[src/rtl/dense_pkg.sv]
// Shared definitions for the dense-layer sequencer: FSM state encoding,
// default layer sizes and a small width helper.
package dense_pkg;

    localparam int IN_N  = 128;
    localparam int OUT_N = 10;

    typedef enum logic [2:0] {
        ST_IDLE  = 3'd0,
        ST_CLR   = 3'd1,
        ST_MAC   = 3'd2,
        ST_DRAIN = 3'd3,
        ST_BIAS  = 3'd4,
        ST_WRITE = 3'd5,
        ST_DONE  = 3'd6
    } state_e;

    // Counter width able to hold 0..v-1, never narrower than one bit.
    function automatic int cnt_width(input int v);
        return (v <= 2) ? 1 : $clog2(v);
    endfunction

endpackage

[src/rtl/dense_loop_cnt.sv]
// Generic modulo-STOP loop counter with synchronous clear and a wrap flag
// that fires on the enabled cycle holding the last count.
module dense_loop_cnt #(
    parameter int STOP  = 4,
    parameter int WIDTH = 2
) (
    input  logic             clk,
    input  logic             rst,
    input  logic             en,
    input  logic             clr,
    output logic [WIDTH-1:0] cnt,
    output logic             co
);

    localparam logic [WIDTH-1:0] LAST = WIDTH'(STOP - 1);

    logic [WIDTH-1:0] cnt_q;
    logic [WIDTH-1:0] cnt_d;

    always_comb begin
        // NOTE: default assignment first so every path drives cnt_d and no latch is inferred.
        cnt_d = cnt_q;
        if (clr) begin
            cnt_d = '0;
        end else if (en) begin
            cnt_d = (cnt_q == LAST) ? '0 : cnt_q + WIDTH'(1);
        end
    end

    always_ff @(posedge clk) begin
        if (rst) begin
            cnt_q <= '0;
        end else begin
            cnt_q <= cnt_d;
        end
    end

    assign cnt = cnt_q;
    assign co  = en & (cnt_q == LAST);

endmodule

[src/rtl/dense_layer_ctrl.sv]
// Sequencer for one dense layer: walks every output neuron, streams the
// input/weight reads into the MAC, drains, adds bias and writes the result.
module dense_layer_ctrl #(
    parameter int IN_N    = dense_pkg::IN_N,
    parameter int OUT_N   = dense_pkg::OUT_N,
    parameter int IN_W    = 7,
    parameter int OUT_W   = 4,
    parameter int WA_W    = 11,
    parameter int RD_LAT  = 1,
    parameter int MAC_LAT = 2
) (
    input  logic             clk,
    input  logic             rst,
    input  logic             start,
    input  logic             out_ready,
    output logic             busy,
    output logic             done,
    output logic             rd_en,
    output logic [IN_W-1:0]  in_addr,
    output logic [WA_W-1:0]  w_addr,
    output logic             mac_en,
    output logic             acc_clr,
    output logic             bias_en,
    output logic             out_we,
    output logic [OUT_W-1:0] out_addr
);

    import dense_pkg::*;

    localparam int DRAIN_N = RD_LAT + MAC_LAT;
    localparam int DR_W    = cnt_width(DRAIN_N);

    state_e state_q;
    state_e state_d;

    logic [WA_W-1:0]   w_addr_q;
    logic [WA_W-1:0]   w_addr_d;
    logic [RD_LAT-1:0] mac_pipe_q;
    logic [RD_LAT-1:0] mac_pipe_d;

    logic [IN_W-1:0]   in_cnt;
    logic [OUT_W-1:0]  out_cnt;
    logic [DR_W-1:0]   drain_cnt_unused;
    logic              in_co;
    logic              out_co;
    logic              dr_co;
    logic              launch;
    logic              rd_en_w;

    assign launch  = (state_q == ST_IDLE) && start;
    assign rd_en_w = (state_q == ST_MAC);

    dense_loop_cnt #(.STOP(IN_N), .WIDTH(IN_W)) u_in_cnt (
        .clk (clk),
        .rst (rst),
        .en  (rd_en_w),
        .clr (state_q == ST_CLR),
        .cnt (in_cnt),
        .co  (in_co)
    );

    // out_idx only moves on an accepted write, so a stalled WRITE freezes it.
    dense_loop_cnt #(.STOP(OUT_N), .WIDTH(OUT_W)) u_out_cnt (
        .clk (clk),
        .rst (rst),
        .en  ((state_q == ST_WRITE) && out_ready),
        .clr (launch),
        .cnt (out_cnt),
        .co  (out_co)
    );

    dense_loop_cnt #(.STOP(DRAIN_N), .WIDTH(DR_W)) u_drain_cnt (
        .clk (clk),
        .rst (rst),
        .en  (state_q == ST_DRAIN),
        .clr (state_q == ST_CLR),
        .cnt (drain_cnt_unused),
        .co  (dr_co)
    );

    always_comb begin
        state_d = state_q;
        unique case (state_q)
            ST_IDLE:  if (start) state_d = ST_CLR;
            ST_CLR:   state_d = ST_MAC;
            ST_MAC:   if (in_co) state_d = ST_DRAIN;
            ST_DRAIN: if (dr_co) state_d = ST_BIAS;
            ST_BIAS:  state_d = ST_WRITE;
            ST_WRITE: if (out_ready) state_d = out_co ? ST_DONE : ST_CLR;
            ST_DONE:  state_d = ST_IDLE;
            default:  state_d = ST_IDLE;
        endcase
    end

    // Weight address runs straight through the whole layer; no multiply needed.
    always_comb begin
        w_addr_d = w_addr_q;
        if (launch) begin
            w_addr_d = '0;
        end else if (rd_en_w) begin
            w_addr_d = w_addr_q + WA_W'(1);
        end
    end

    always_comb begin
        mac_pipe_d    = mac_pipe_q << 1;
        mac_pipe_d[0] = rd_en_w;
    end

    always_ff @(posedge clk) begin
        if (rst) begin
            state_q    <= ST_IDLE;
            w_addr_q   <= '0;
            mac_pipe_q <= '0;
        end else begin
            state_q    <= state_d;
            w_addr_q   <= w_addr_d;
            mac_pipe_q <= mac_pipe_d;
        end
    end

    assign busy     = (state_q != ST_IDLE);
    assign done     = (state_q == ST_DONE);
    assign rd_en    = rd_en_w;
    assign in_addr  = in_cnt;
    assign w_addr   = w_addr_q;
    assign mac_en   = mac_pipe_q[RD_LAT-1];
    assign acc_clr  = (state_q == ST_CLR);
    assign bias_en  = (state_q == ST_BIAS);
    assign out_we   = (state_q == ST_WRITE);
    assign out_addr = out_cnt;

endmodule

[config.mk]
export PLATFORM = sky130hd
export DESIGN_NAME = dense_layer_ctrl
export DESIGN_NICKNAME = d
export VERILOG_FILES = /design/src/rtl/dense_pkg.sv /design/src/rtl/dense_loop_cnt.sv /design/src/rtl/dense_layer_ctrl.sv
export SDC_FILE = /design/constraint.sdc
export NUM_CORES = 1
export LEC_CHECK = 0
export CELL_PAD_IN_SITES_DETAIL_PLACEMENT = 1
export CELL_PAD_IN_SITES_GLOBAL_PLACEMENT = 2
export CORE_MARGIN = 8
export CORE_UTILIZATION = 32
export CTS_BUF_LIST = sky130_fd_sc_hd__clkbuf_2
export CTS_CLUSTER_DIAMETER = 30
export DETAILED_ROUTE_END_ITERATION = 12
export PLACE_DENSITY_LB_ADDON = 0.1
export SETUP_SLACK_MARGIN = 0.15
export SLEW_MARGIN = 10
export SYNTH_ARGS = -nofsm -noshare
export SYNTH_HDL_FRONTEND = slang
export SYNTH_SLANG_ARGS = --single-unit
[constraint.sdc]
create_clock -name clk -period 2.4 [get_ports clk]
set_input_delay 0.48 -clock clk [delete_from_list [all_inputs] [get_ports clk]]
set_output_delay 0.48 -clock clk [all_outputs]
set_load 0.02 [all_outputs]
==> impl_metrics.toml <==
[drt]
dr.pass1.iters = 4
viasPerCell = 4.895
first_iter_violations = 54
vias = 1170
drc_errors = 0
wl_per_cell_um = 14.49
drtAntennaViolNets = 0
wl_um = 3463

[synth]
ys_ff_latch = 28
synth-seq-area-share_pct = 41.91
netlist_top_cells_area = "dfxtp_1, nor2_1, xor2_1, nand4_1, xnor2_1"
synth_ff_type = "dfxtp_1"
synthArstFlopShare_pct = 0
yosysTopAreaCell = "dfxtp_1"
syn_area_um2 = 1338
synth_edf_count = 0
synth_top_area_share_pct = 41.91
syn_area_per_cell_um2 = 8.685
ys_warn_count = 0
synth_cells = 154
syn_nets = 160
synth_cell_type_count = 36

[finish]
seqCellArea_um2 = 561.8
final_cells = 239
layout.nets = 196
area_growth_pct = 28.34
utilization_pct = 42.92
antenna_cells = 0
multi_input_comb_area_um2 = 708.2
final_area_um2 = 1717
nFillCells = 477
drive_gt1_share_pct = 7.407

[placed_design]
dp_hpwl_um = 2665
portBuffers = 32
place_worst_setup_slack_ns = 0.4553
place_inst = 235
globalplace.congestion = 0.7034
dpl_cell_area_um2 = 1704

[worst_hold_path]
hold_path.class = "reg -> reg"

[clock_network]
cts_tree = "built"
ctsHoldBuffers = 0
clockBufferDepth = 2
numCtsBuffers = 3
cts.reportedPaths.clkPinSlew_ns = 0.27
cts_setup_buffers = 0
htreeDepth = 1
clock-root-buffer = "clkbuf_2"
clk_latency_ns = 0.36
clock_sinks = 28

[floorplanning]
num_rows = 23
die_area_um2 = 6504
die_h_um = 80.65
ios = 33
initial_core_util_pct = 33.44
die_w_um = 80.65
coreArea_um2 = 4000

[setup_path]
worstPathArrival_ns = 1.62
path_max_fanout = 5
cpLargestDelayFamily = "simple AND/OR/NAND/NOR gates"
slowest_delay_ns = 0.37
worstSetupPathType = "reg -> out"
crit_path_end_kind = "primary output"
required_ns = 1.92
crit_path_cell_trace = "nand2b_1 > or2_2 > inv_1 > dlygate4sd2_1"
cpMaxStageDelayCell = "dfxtp_1"
timing.critical_path.buf_inv = 2
start_kind = "flip-flop"

[sta]
rsz0062_at_grt = "no"
layout_min_cycle_time_ns = 2.100
maxSlewHeadroom_pct = 72.51
slew_violations = 0
fmax_mhz = 476.1
hold_viol_final = 0
finClkSkew_ns = 0.008703
final.period_utilization_pct = 87.52
tns_ns = 0
finalSetupViolCount = 0
fin_ws_ns = 0.2996
timing.hold.ws_ns = 0.5298
worstMarginPinSlew_ns = 0.4123

[outcome]
outcome = "finished clean"

[power]
max-vdd-ir-drop_mv = 0.1605
total_power_mw = 0.7550
powerDensity_nw_per_um2 = 439.8
p_leak_nw = 0.6676

[global_route]
grt_max_degree = 16
grt_use_total_pct = 11.26
grt_pass1_vias = 1233
antenna_found_initial = 0
grt_pass1_wl_um = 6009
gr-total-overflow = 0

[flow_run]
cap_violations = 0
==> cells by family (layout without fill, tap and decap cells) <==
logic type | count (synthesis) | count (layout) | share of synthesized area [%]
AND/OR/NAND/NOR | 78 | 78 | 31.34
buffers and inverters | 11 | 46 | 5.145
XOR/XNOR | 17 | 17 | 11.13
multiplexers | 1 | 1 | 0.7484
flip-flops | 28 | 28 | 41.91
adder cells (fa/ha/maj) | 2 | 2 | 1.871
AO/OA/AOI/OAI | 17 | 17 | 7.858
==> report_power, final <==
| part | switching (mW) | internal, mW |
|---|---|---|
| Combinational | 0.0572 | 0.0368 |
| Clock | 0.141 | 0.0362 |
| Sequential | 0.00991 | 0.474 |
==> area by class of cell <==
| class | instances | area share, % |
|---|---|---|
| timing repair buffer | 36 | 19.97 |
| clock inverter | 1 | 0.2187 |
| inverter | 6 | 1.312 |
| tap | 50 | 3.644 |
| multi-input combinational | 115 | 41.25 |
| clock buffer | 3 | 0.8746 |
| sequential | 28 | 32.73 |
==> registers in the layout (all words and copies together), names as in the netlist <==
signal,flops
w_addr,11
u_in_cnt.cnt,7
u_out_cnt.cnt,4
state_q,3
u_drain_cnt.cnt,2
mac_en,1
==> metal layers <==
layer  global-route usage, %  share of wire, %  up-vias  wire (um)
met3                   3.125               5.8        2        201
met5                       0                 0        -          0
met1                   13.97                46      553       1582
met4                   3.214              0.64        0         22
met2                   18.44                48       22       1656
li1                        -                 -      593          -
==> timing repair <==
item | in CTS | in global routing
resized for setup | 7 | 0
setup endpoints to repair | 6 | 0
hold endpoints to repair | 0 | 0
==> tightest hold or removal path: cells and delay by family, from the launching register on <==
kind / cells / cell delay [ns]
DFF: 1 / 0.41
AOI/OAI and AO/OA: 1 / 0.06
and+or+nand+nor: 1 / 0.07
==> layout by cell type, fill, tap and decap left out, types with 3 or more instances in the layout <==
master / instances
and3_1: 4
nand2_1: 10
xnor2_1: 5
dlygate4sd2_1: 6
inv_1: 5
nor2_1: 29
nand4_1: 8
clkbuf_2: 3
nand3_1: 7
o21ai_0: 4
dfxtp_1: 27
xor2_1: 12
a21oi_1: 6
buf_4: 4
nand2b_1: 3
clkdlybuf4s50_1: 26
==> synthesized netlist by cell type (2+ instances only) <==
| cell type | n |
|---|---|
| nand2_1 | 10 |
| dfxtp_1 | 28 |
| or3_1 | 2 |
| and3_1 | 4 |
| nand3_1 | 7 |
| and4_1 | 2 |
| nor2_1 | 29 |
| and4b_1 | 2 |
| xnor2_1 | 5 |
| a21oi_1 | 6 |
| o21ai_0 | 4 |
| a31oi_1 | 2 |
| nand2b_1 | 3 |
| nand4_1 | 8 |
| buf_6 | 3 |
| ha_1 | 2 |
| xor2_1 | 12 |
| nor2b_1 | 2 |
| nor3_1 | 2 |
| inv_1 | 5 |
==> final timing paths <==
path                           start                      to  slack, ns  depth (start not counted)
max reg2reg  state_q[2]$_SDFFE_PP0P_  w_addr[4]$_SDFFE_PP0P_       0.76                          5
max          state_q[2]$_SDFFE_PP0P_                 acc_clr       0.30                          4
min           w_addr[1]$_SDFFE_PP0P_  w_addr[1]$_SDFFE_PP0P_       0.53                          2
min reg2reg   w_addr[1]$_SDFFE_PP0P_  w_addr[1]$_SDFFE_PP0P_       0.53                          2
Power figures use the tool's default switching activity.
